--- config.mk ---
export PLATFORM = sky130hd
export DESIGN_NAME = typing_round_controller
export DESIGN_NICKNAME = d
export VERILOG_FILES = /design/src/rtl/typing_round_controller.sv
export SDC_FILE = /design/constraint.sdc
export NUM_CORES = 1
export LEC_CHECK = 0
export BUFFER_PORTS_ARGS = -buffer_cell sky130_fd_sc_hd__buf_4
export CAP_MARGIN = 10
export CORE_MARGIN = 5
export CORE_UTILIZATION = 35
export DETAILED_ROUTE_END_ITERATION = 6
export PLACE_DENSITY = 0.54
export REMOVE_ABC_BUFFERS = 1
export SLEW_MARGIN = 20
export SYNTH_ARGS = -nofsm -noshare
export SYNTH_HDL_FRONTEND = slang
export SYNTH_SLANG_ARGS = --single-unit
--- constraint.sdc ---
create_clock -name i_clk -period 3.1 [get_ports i_clk]
set_input_delay 0.31 -clock i_clk [delete_from_list [all_inputs] [get_ports i_clk]]
set_output_delay 0.31 -clock i_clk [all_outputs]
set_load 0.05 [all_outputs]
--- src/rtl/typing_round_controller.sv ---
// typing_round_controller
//   Sequences one typing game: IDLE -> COUNTDOWN -> FETCH <-> TYPE -> OVER.
//   Fetches 4-letter words through a req/valid handshake. Checks released-key
//   codes against the current letter. Enforces a per-word time limit and a
//   miss budget. Every output is registered.
//
// Ports
//   i_clk, i_reset      system clock, synchronous active-high reset
//   i_start             one-cycle start pulse (honoured in IDLE and OVER)
//   i_key_valid         one-cycle pulse per released key
//   i_key_code[4:0]     letter code, qualified by i_key_valid
//   o_word_req          request for the next word (high throughout FETCH)
//   i_word_valid        word source has i_word_in ready
//   i_word_in[19:0]     packed word, letter 0 in [19:15] .. letter 3 in [4:0]
//   o_current_word      latched word being typed
//   o_letter_idx        index of the next expected letter
//   o_word_complete     one-cycle pulse after the final letter is matched
//   o_score             completed words this game, saturating at 2047
//   o_misses            wrong keys this game
//   o_game_over         high while in OVER
//   o_over_cause        0 none, 1 misses exhausted, 2 word timeout
//   o_state             IDLE=0, COUNTDOWN=1, FETCH=2, TYPE=3, OVER=4
module typing_round_controller #(
  parameter int WORD_TIMEOUT = 500_000_000,
  parameter int START_DELAY  = 100_000_000,
  parameter int MAX_MISSES   = 3
) (
  input  logic                              i_clk,
  input  logic                              i_reset,
  input  logic                              i_start,
  input  logic                              i_key_valid,
  input  logic [4:0]                        i_key_code,
  output logic                              o_word_req,
  input  logic                              i_word_valid,
  input  logic [19:0]                       i_word_in,
  output logic [19:0]                       o_current_word,
  output logic [1:0]                        o_letter_idx,
  output logic                              o_word_complete,
  output logic [10:0]                       o_score,
  output logic [$clog2(MAX_MISSES+1)-1:0]   o_misses,
  output logic                              o_game_over,
  output logic [1:0]                        o_over_cause,
  output logic [2:0]                        o_state
);

  localparam int MW = $clog2(MAX_MISSES + 1);
  localparam int CW = $clog2(START_DELAY + 1);
  localparam int TW = $clog2(WORD_TIMEOUT + 1);

  typedef enum logic [2:0] {
    S_IDLE      = 3'd0,
    S_COUNTDOWN = 3'd1,
    S_FETCH     = 3'd2,
    S_TYPE      = 3'd3,
    S_OVER      = 3'd4
  } state_t;

  state_t          r_state;
  logic [CW-1:0]   r_cd;
  logic [TW-1:0]   r_timer;
  logic [19:0]     r_word;
  logic [1:0]      r_idx;
  logic            r_req;
  logic            r_complete;
  logic [10:0]     r_score;
  logic [MW-1:0]   r_misses;
  logic            r_over;
  logic [1:0]      r_cause;

  logic [4:0]      w_letter;
  logic            w_match;
  logic            w_expire;
  logic [MW-1:0]   w_misses_inc;
  logic            w_miss_out;

  always_comb begin
    w_letter = r_word[19:15];
    case (r_idx)
      2'd1:    w_letter = r_word[14:10];
      2'd2:    w_letter = r_word[9:5];
      2'd3:    w_letter = r_word[4:0];
      default: w_letter = r_word[19:15];
    endcase
    w_match      = (i_key_code == w_letter);
    // Timer holds the cycles left in this word; it hits 0 on this edge when it reads 1.
    w_expire     = (r_timer == TW'(1));
    w_misses_inc = r_misses + MW'(1);
    w_miss_out   = (w_misses_inc == MW'(MAX_MISSES));
  end

  always_ff @(posedge i_clk) begin
    if (i_reset) begin
      r_state    <= S_IDLE;
      r_cd       <= '0;
      r_timer    <= '0;
      r_word     <= '0;
      r_idx      <= '0;
      r_req      <= 1'b0;
      r_complete <= 1'b0;
      r_score    <= '0;
      r_misses   <= '0;
      r_over     <= 1'b0;
      r_cause    <= '0;
    end else begin
      r_complete <= 1'b0;
      case (r_state)
        S_IDLE, S_OVER: begin
          if (i_start) begin
            r_state  <= S_COUNTDOWN;
            // Loaded with START_DELAY-1 so FETCH begins exactly START_DELAY edges after start.
            r_cd     <= CW'(START_DELAY - 1);
            r_score  <= '0;
            r_misses <= '0;
            r_cause  <= '0;
            r_over   <= 1'b0;
          end
        end
        S_COUNTDOWN: begin
          if (r_cd == '0) begin
            r_state <= S_FETCH;
            r_req   <= 1'b1;
          end else begin
            r_cd <= r_cd - CW'(1);
          end
        end
        S_FETCH: begin
          if (r_req && i_word_valid) begin
            r_word  <= i_word_in;
            r_idx   <= 2'd0;
            r_timer <= TW'(WORD_TIMEOUT);
            r_state <= S_TYPE;
            r_req   <= 1'b0;
          end
        end
        S_TYPE: begin
          r_timer <= r_timer - TW'(1);
          // Key is resolved before expiry: a completing match beats the timeout,
          // and an exhausting miss reports cause 1 even on the expiry edge.
          if (i_key_valid && w_match && (r_idx == 2'd3)) begin
            r_complete <= 1'b1;
            if (r_score != 11'h7FF) r_score <= r_score + 11'd1;
            r_state <= S_FETCH;
            r_req   <= 1'b1;
          end else if (i_key_valid && !w_match && w_miss_out) begin
            r_misses <= w_misses_inc;
            r_state  <= S_OVER;
            r_cause  <= 2'd1;
            r_over   <= 1'b1;
          end else begin
            if (i_key_valid) begin
              if (w_match) r_idx <= r_idx + 2'd1;
              else         r_misses <= w_misses_inc;
            end
            if (w_expire) begin
              r_state <= S_OVER;
              r_cause <= 2'd2;
              r_over  <= 1'b1;
            end
          end
        end
        default: r_state <= S_IDLE;
      endcase
    end
  end

  assign o_word_req      = r_req;
  assign o_current_word  = r_word;
  assign o_letter_idx    = r_idx;
  assign o_word_complete = r_complete;
  assign o_score         = r_score;
  assign o_misses        = r_misses;
  assign o_game_over     = r_over;
  assign o_over_cause    = r_cause;
  assign o_state         = r_state;

endmodule

==> key figures, run 1 <==
Run status
  – Outcome: complete, no violations

Clock tree
  – Clk Tree Root Cell: clkbuf_16
  – CTS tree: yes
  – Hold buffer count at cts: 0
  – Clk Latency, worst-skew pair: 0.36 ns
  – Clock slew at reported path FFs: 0.07 ns
  – CTS buffer count: 9
  – Htree depth: 3
  – Max Buffers Root-to-Sink: 2
  – Clock Sinks: 99

Worst hold path
  – Hold Crit Depth: 3
  – Hold Crit Class: primary input to flip-flop

Critical path
  – Flop2flop setup slack: 0.31 ns
  – Worst EP arrival: 3.08 ns
  – Crit path max fanout: 16
  – Crit end category: flip-flop
  – Worst EP required: 3.39 ns
  – Critical path class: flip-flop to flip-flop
  – Worst setup SP type: flip-flop
  – R2r worst-path depth: 11

Synth
  – Post-synth EDFFs: 0
  – Cell area after synthesis: 4640 sq um
  – YS warnings: 0
  – Number of distinct library cells after synthesis: 53
  – Post-synthesis sequential area ratio: 42.8%
  – Synth Instances: 553
  – Largest cells by area after synthesis: dfxtp_1, a21oi_1, nand2_1
  – Syn_area_per_cell: 8.38 sq um
  – Synthesized flop and latch total: 99
  – Synth Flop Type: dfxtp_1
  – Top-area cell type share of the netlist area: 42.8%
  – Synth async-reset ratio: 0%
  – Synth area leader: dfxtp_1

Layout
  – Area grow syn2layout: 21.9%
  – Post-layout util: 43.0%
  – Layout cell share with drive strength beyond 1: 19.1%
  – Final nets: 653
  – Diode count: 0

Power and ir drop
  – Clk network pwr share: 43.4%
  – Leak Pwr: 2.06 nW
  – Int Pwr: 2.02 mW
  – Sw frac: 23.9%
  – Reg power frac: 49.8%
  – Cell area power density: 471 nW/um^2
  – Peak supply drop: 0.306 mV
  – Comb power frac: 6.8%
  – Switch Pwr: 636 uW

Die
  – Die W: 125 um
  – Initial Util: 35.3%
  – Full die area: 15600 sq um
  – Die height: 125 um
  – Ports: 73
  – Core area: 13100 sq um
  – Site Rows: 42

STA
  – RSZ-0062 raised after global routing: no
  – Final setup TNS: 0 ns
  – Fin crit period: 2.79 ns
  – Max Slew Vio Count: 0
  – Final setup viols: 0
  – Worst Max-Slew Pin Slew: 0.904 ns
  – Hold Vio Cnt, Final: 0
  – Clk_skew: 0.00629 ns
  – Relative slew slack: 39.5%
  – Crit share post-route: 90.0%
  – Max Fclk: 358 MHz

Drt
  – WL/cell: 14.4 um
  – Vias per cell: 5.12
  – WL final: 11500 um
  – Met2 WL: 5360 um
  – Iter 0 DRT Violations: 180
  – WL met3: 700 um
  – Via count: 4070
  – Drt first pass iters: 5
  – # DRC: 0
  – Met1 wire length: 5250 um
  – DR top layer: met4
  – Post-DRT Antenna Nets: 0

GRT
  – Largest net degree at the start of global routing: 45
  – GRT Overall Usage: 14.9%
  – First-pass GRT wire length: 19400 um
  – Vias in the first global route: 4007
  – Antenna violations before repair: 0
  – Gr ovfl total: 0

Place
  – PortBufs: 72
  – Placed wire-length estimate: 8160 um
  – Gp weighted congestion: 0.749

Job
  – Max-cap viol count: 0
[synth_stat cells (2+ instances only)]
library cell	n
and3_1	4
xor2_1	16
or2_2	6
xnor2_1	19
nor2b_1	2
nand3b_1	4
buf_2	3
nor4_2	2
nor3_1	23
inv_1	16
a222oi_1	5
nand3_1	20
dfxtp_1	99
or3_1	7
nor2_1	55
nor4_1	12
ha_1	9
and4_1	2
clkbuf_1	24
a311oi_1	5
a21oi_1	58
o21a_1	2
mux2_2	3
o21ai_0	2
a211oi_1	17
buf_1	3
nand2_1	75
o311ai_0	2
nand2b_1	4
nand4_1	10
nor3b_1	2
nand4b_1	2
mux2i_1	7
or4_1	8
or3b_2	2
nor4_4	2
and2_1	2
o211ai_1	4
[cell type report]
cell class                      count  area [sq um]
Fill cell                        1349          7490
Multi-Input combinational cell    408          2480
Sequential cell                    99          1980
Timing Repair Buffer               80           601
Clock buffer                       10           239
Tap cell                          176           220
Clock inverter                      6          65.1
Inverter                           16          60.1
[path summary, 6_finish.rpt]
check                                     endpoint       startpoint
worst max-delay path                    o_score[0]  o_letter_idx[0]
worst min-delay path            o_current_word[17]    i_word_in[17]
worst max register to register          o_score[0]  o_letter_idx[0]
worst min register to register         o_game_over      o_game_over
[cells in the final DEF, fill, tap and decap left out, types with 3 or more instances in the layout]
cell type | Yosys | layout
o211ai_1 | 4 | 4
dfxtp_1 | 99 | 99
nand3_1 | 20 | 20
or2_2 | 6 | 6
a311oi_1 | 5 | 5
a222oi_1 | 5 | 5
mux2i_1 | 7 | 7
nand2b_1 | 4 | 4
and3_1 | 4 | 4
nand4_1 | 10 | 10
or4_1 | 8 | 8
buf_4 | 0 | 80
a211oi_1 | 17 | 17
nand2_1 | 75 | 75
xor2_1 | 16 | 16
clkbuf_16 | 0 | 9
nor2_1 | 55 | 55
inv_1 | 16 | 16
xnor2_1 | 19 | 19
nand3b_1 | 4 | 4
a21oi_1 | 58 | 58
mux2_2 | 3 | 3
nor3_1 | 23 | 22
nor4_1 | 12 | 12
ha_1 | 9 | 9
or3_1 | 7 | 7
[metrics by stage]
step | power [mW] | hold slack (ns) | worst slack, ns | std cells | instance area (sq um)
after floorplan | 1.46 | 0.379 | -0.0455 | 523 | 4520
after global placement | 1.53 | 0.436 | 0.411 | 779 | 5340
after detailed placement | 1.54 | 0.440 | 0.238 | 779 | 5340
after CTS | 2.70 | 0.176 | 0.200 | 795 | 5640
after global routing | 2.77 | 0.190 | 0.0507 | 795 | 5650
final | 2.66 | 0.194 | 0.309 | 795 | 5650
[worst max-delay path: stages (launching register included)]
cell and delay, ns:
dfxtp_1 0.43, inv_1 0.10, ha_1 0.28, a222oi_1 0.39, mux2i_1 0.14, xnor2_1 0.17
nand3_1 0.14, o31ai_2 0.26, buf_4 0.25, nand2_1 0.11, or3_1 0.32, a21oi_1 0.14
[registers in the layout, summed over array words and instances (netlist names), 2 cells and up]
name            cells
o_current_word     20
r_cd               27
r_timer            29
o_letter_idx        2
o_over_cause        2
o_misses            2
o_score            11
o_state             3
[what timing repair did]
item,CTS,global route
gates resized for setup,0,1
endpoints found under the setup margin,0,1
setup buffers,0,0
hold endpoints to repair,0,0
[cell families (layout without fill, tap and decap cells)]
family	Yosys count	in the layout	share of synthesized area [%]
flops	99	99	42.8
simple gates	250	250	27.8
compound gates	104	104	14.4
buf+inv	46	112	3.81
xor+xnor	35	35	6.61
fa+ha+maj	9	9	2.43
mux	10	10	2.24
[metal layers]
layer	up-vias	GRT usage, %
li1	2090	-
met1	1896	18.0
met2	70	24.4
met3	14	5.97
met4	0	4.66
met5	-	0
[power groups by stage]
stage,logic (mW),registers [mW],clock network (mW)
floorplan,0.104,1.35,0
global placement,0.180,1.35,0
detailed placement,0.183,1.35,0
CTS,0.184,1.32,1.20
global route,0.204,1.33,1.24
finish,0.181,1.32,1.15
(Power assumes the default switching activity.)
==> inputs of run 2 (changes only) <==
- CORE_ASPECT_RATIO: unset -> 0.6
- CORE_MARGIN: 5 -> 3
==> key figures, run 2 (synthesis results as in run 1) <==
Critical path
  – Critical R2R Capture: o_letter_idx[0]
  – Worst setup SP type: flip-flop
  – Flop2flop setup slack: 0.31 ns
  – Worst EP arrival: 3.07 ns
  – Worst EP required: 3.38 ns
  – Critical path class: flip-flop to flip-flop
  – Critical path origin: o_letter_idx[0]
  – Crit end category: flip-flop
  – Crit path max fanout: 8
  – CP endpoint: o_letter_idx[0]
  – Worst r2r src: o_letter_idx[0]
  – R2r worst-path depth: 10

Power and ir drop
  – Peak supply drop: 0.229 mV
  – Cell area power density: 457 nW/um^2
  – Leak Pwr: 2.07 nW

Die
  – Initial Util: 37.1%
  – Die W: 155 um
  – Site Rows: 31
  – Die height: 95.1 um
  – Ports: 73
  – Core area: 12500 sq um
  – Full die area: 14700 sq um

STA
  – Crit share post-route: 89.9%
  – Relative slew slack: 40.3%
  – Max Fclk: 359 MHz
  – Minimum hold slack: 0.206 ns
  – Final setup viols: 0
  – Max Slew Vio Count: 0
  – Clk_skew: 0.00808 ns
  – Hold Vio Cnt, Final: 0
  – RSZ-0062 raised after global routing: no
  – Worst Max-Slew Pin Slew: 0.896 ns
  – Fin crit period: 2.79 ns

Place
  – Placed wire-length estimate: 8190 um
  – PortBufs: 72
  – Dpl cells: 771
  – Gp weighted congestion: 0.748

Drt
  – Via count: 4153
  – Vias per cell: 5.28
  – # DRC: 0
  – Iter 0 DRT Violations: 212
  – Post-DRT Antenna Nets: 0
  – Drt first pass iters: 7
  – WL final: 11800 um
  – WL/cell: 15.0 um

Clock tree
  – Clock slew at reported path FFs: 0.07 ns
  – PostCTS Resize Cnt: 0
  – CTS buffer count: 9
  – Clock Sinks: 99
  – Clk Latency, worst-skew pair: 0.34 ns
  – Htree depth: 3
  – Setup Fix Bufs, Post-CTS: 0
  – CTS tree: yes
  – Clk Tree Root Cell: clkbuf_16
  – Hold buffer count at cts: 0
  – Max Buffers Root-to-Sink: 2

Layout
  – Final nets: 656
  – Most flops, register: r_timer
  – Diode count: 0
  – # fillers: 1253
  – Final Non-Filler Cells: 787
  – Number of flip-flops in the largest register: 29
  – Commonest non-fill, non-tap cell in the layout: dfxtp_1
  – Area grow syn2layout: 21.5%
  – Most frequent cells in the layout: dfxtp_1, buf_4, nand2_1
  – Layout cell share with drive strength beyond 1: 19.5%

GRT
  – Vias in the first global route: 3941
  – First-pass GRT wire length: 19700 um
  – M1 GR Usage: 24.0%
  – GR peak layer: met1
  – Met2 usage: 23.7%
  – GRT Overall Usage: 16.4%
  – Largest net degree at the start of global routing: 52
  – Grt met3 use: 5.17%
  – Antenna violations before repair: 0
  – Gr ovfl total: 0

Run status
  – Outcome: complete, no violations

Worst hold path
  – Hold Crit Class: primary input to flip-flop

Job
  – Max-cap viol count: 0
-- run 2: cell types whose count changed in the layout (fill, tap and decap cells not counted) --
cell,change
buf_4,+3
clkinv_2,+1
inv_6,+1
clkinv_4,-1
bufinv_16,-1
-- run 2: worst max-delay path, stage by stage, from the launching register on --
cell      delay, ns
dfxtp_1        0.43
inv_1          0.10
ha_1           0.28
a222oi_1       0.38
mux2i_1        0.15
xnor2_1        0.15
nand3_1        0.14
or2_2          0.41
nor3_2         0.26
mux2_2         0.36
nor2_1         0.07
-- run 2: layout make-up --
cell class / instances / area, sq um / share of cell area (%)
clock buffer: 10 / 239 / 4.24
clock inverter: 6 / 40.0 / 0.711
inverter: 16 / 60.1 / 1.07
multi-input combinational: 408 / 2480 / 44.1
sequential: 99 / 1980 / 35.2
tap: 165 / 206 / 3.67
timing repair buffer: 83 / 623 / 11.1
-- run 2: layer usage --
metal  share of wire (%)  up-vias
met3                 6.4        7
li1                    -     2095
met4                0.75        0
met1                  52     1946
met2                  41      105
met5                   0        -
-- run 2: worst min-delay path by stage --
stage / endpoint / cells after the start / startpoint / slack, ns
2_1_floorplan: o_current_word[0] / 1 / i_reset / 0.38
3_3_place_gp: o_game_over / 2 / o_game_over / 0.44
3_5_place_dp: o_game_over / 2 / o_game_over / 0.44
4_1_cts: o_current_word[0] / 3 / i_word_in[0] / 0.20
5_1_grt: o_current_word[16] / 3 / i_word_in[16] / 0.20
6_report: o_current_word[2] / 3 / i_word_in[2] / 0.21
-- run 2: through the flow --
stage	total power [mW]	utilization, %	cell area, sq um	setup TNS, ns	worst slack [ns]
after CTS	2.60	45.1	5630	0	0.205
after global placement	1.54	42.8	5350	0	0.424
after floorplan	1.46	-	4520	-0.0455	-0.0455
final	2.57	45.1	5630	0	0.312
after global routing	2.68	45.1	5630	0	0.0691
after detailed placement	1.54	42.8	5350	0	0.239
-- run 2: power breakdown --
| group | internal (mW) | switching, mW | total [mW] |
|---|---|---|---|
| logic | 0.0813 | 0.107 | 0.188 |
| registers | 1.30 | 0.0281 | 1.33 |
| clock network | 0.566 | 0.491 | 1.06 |
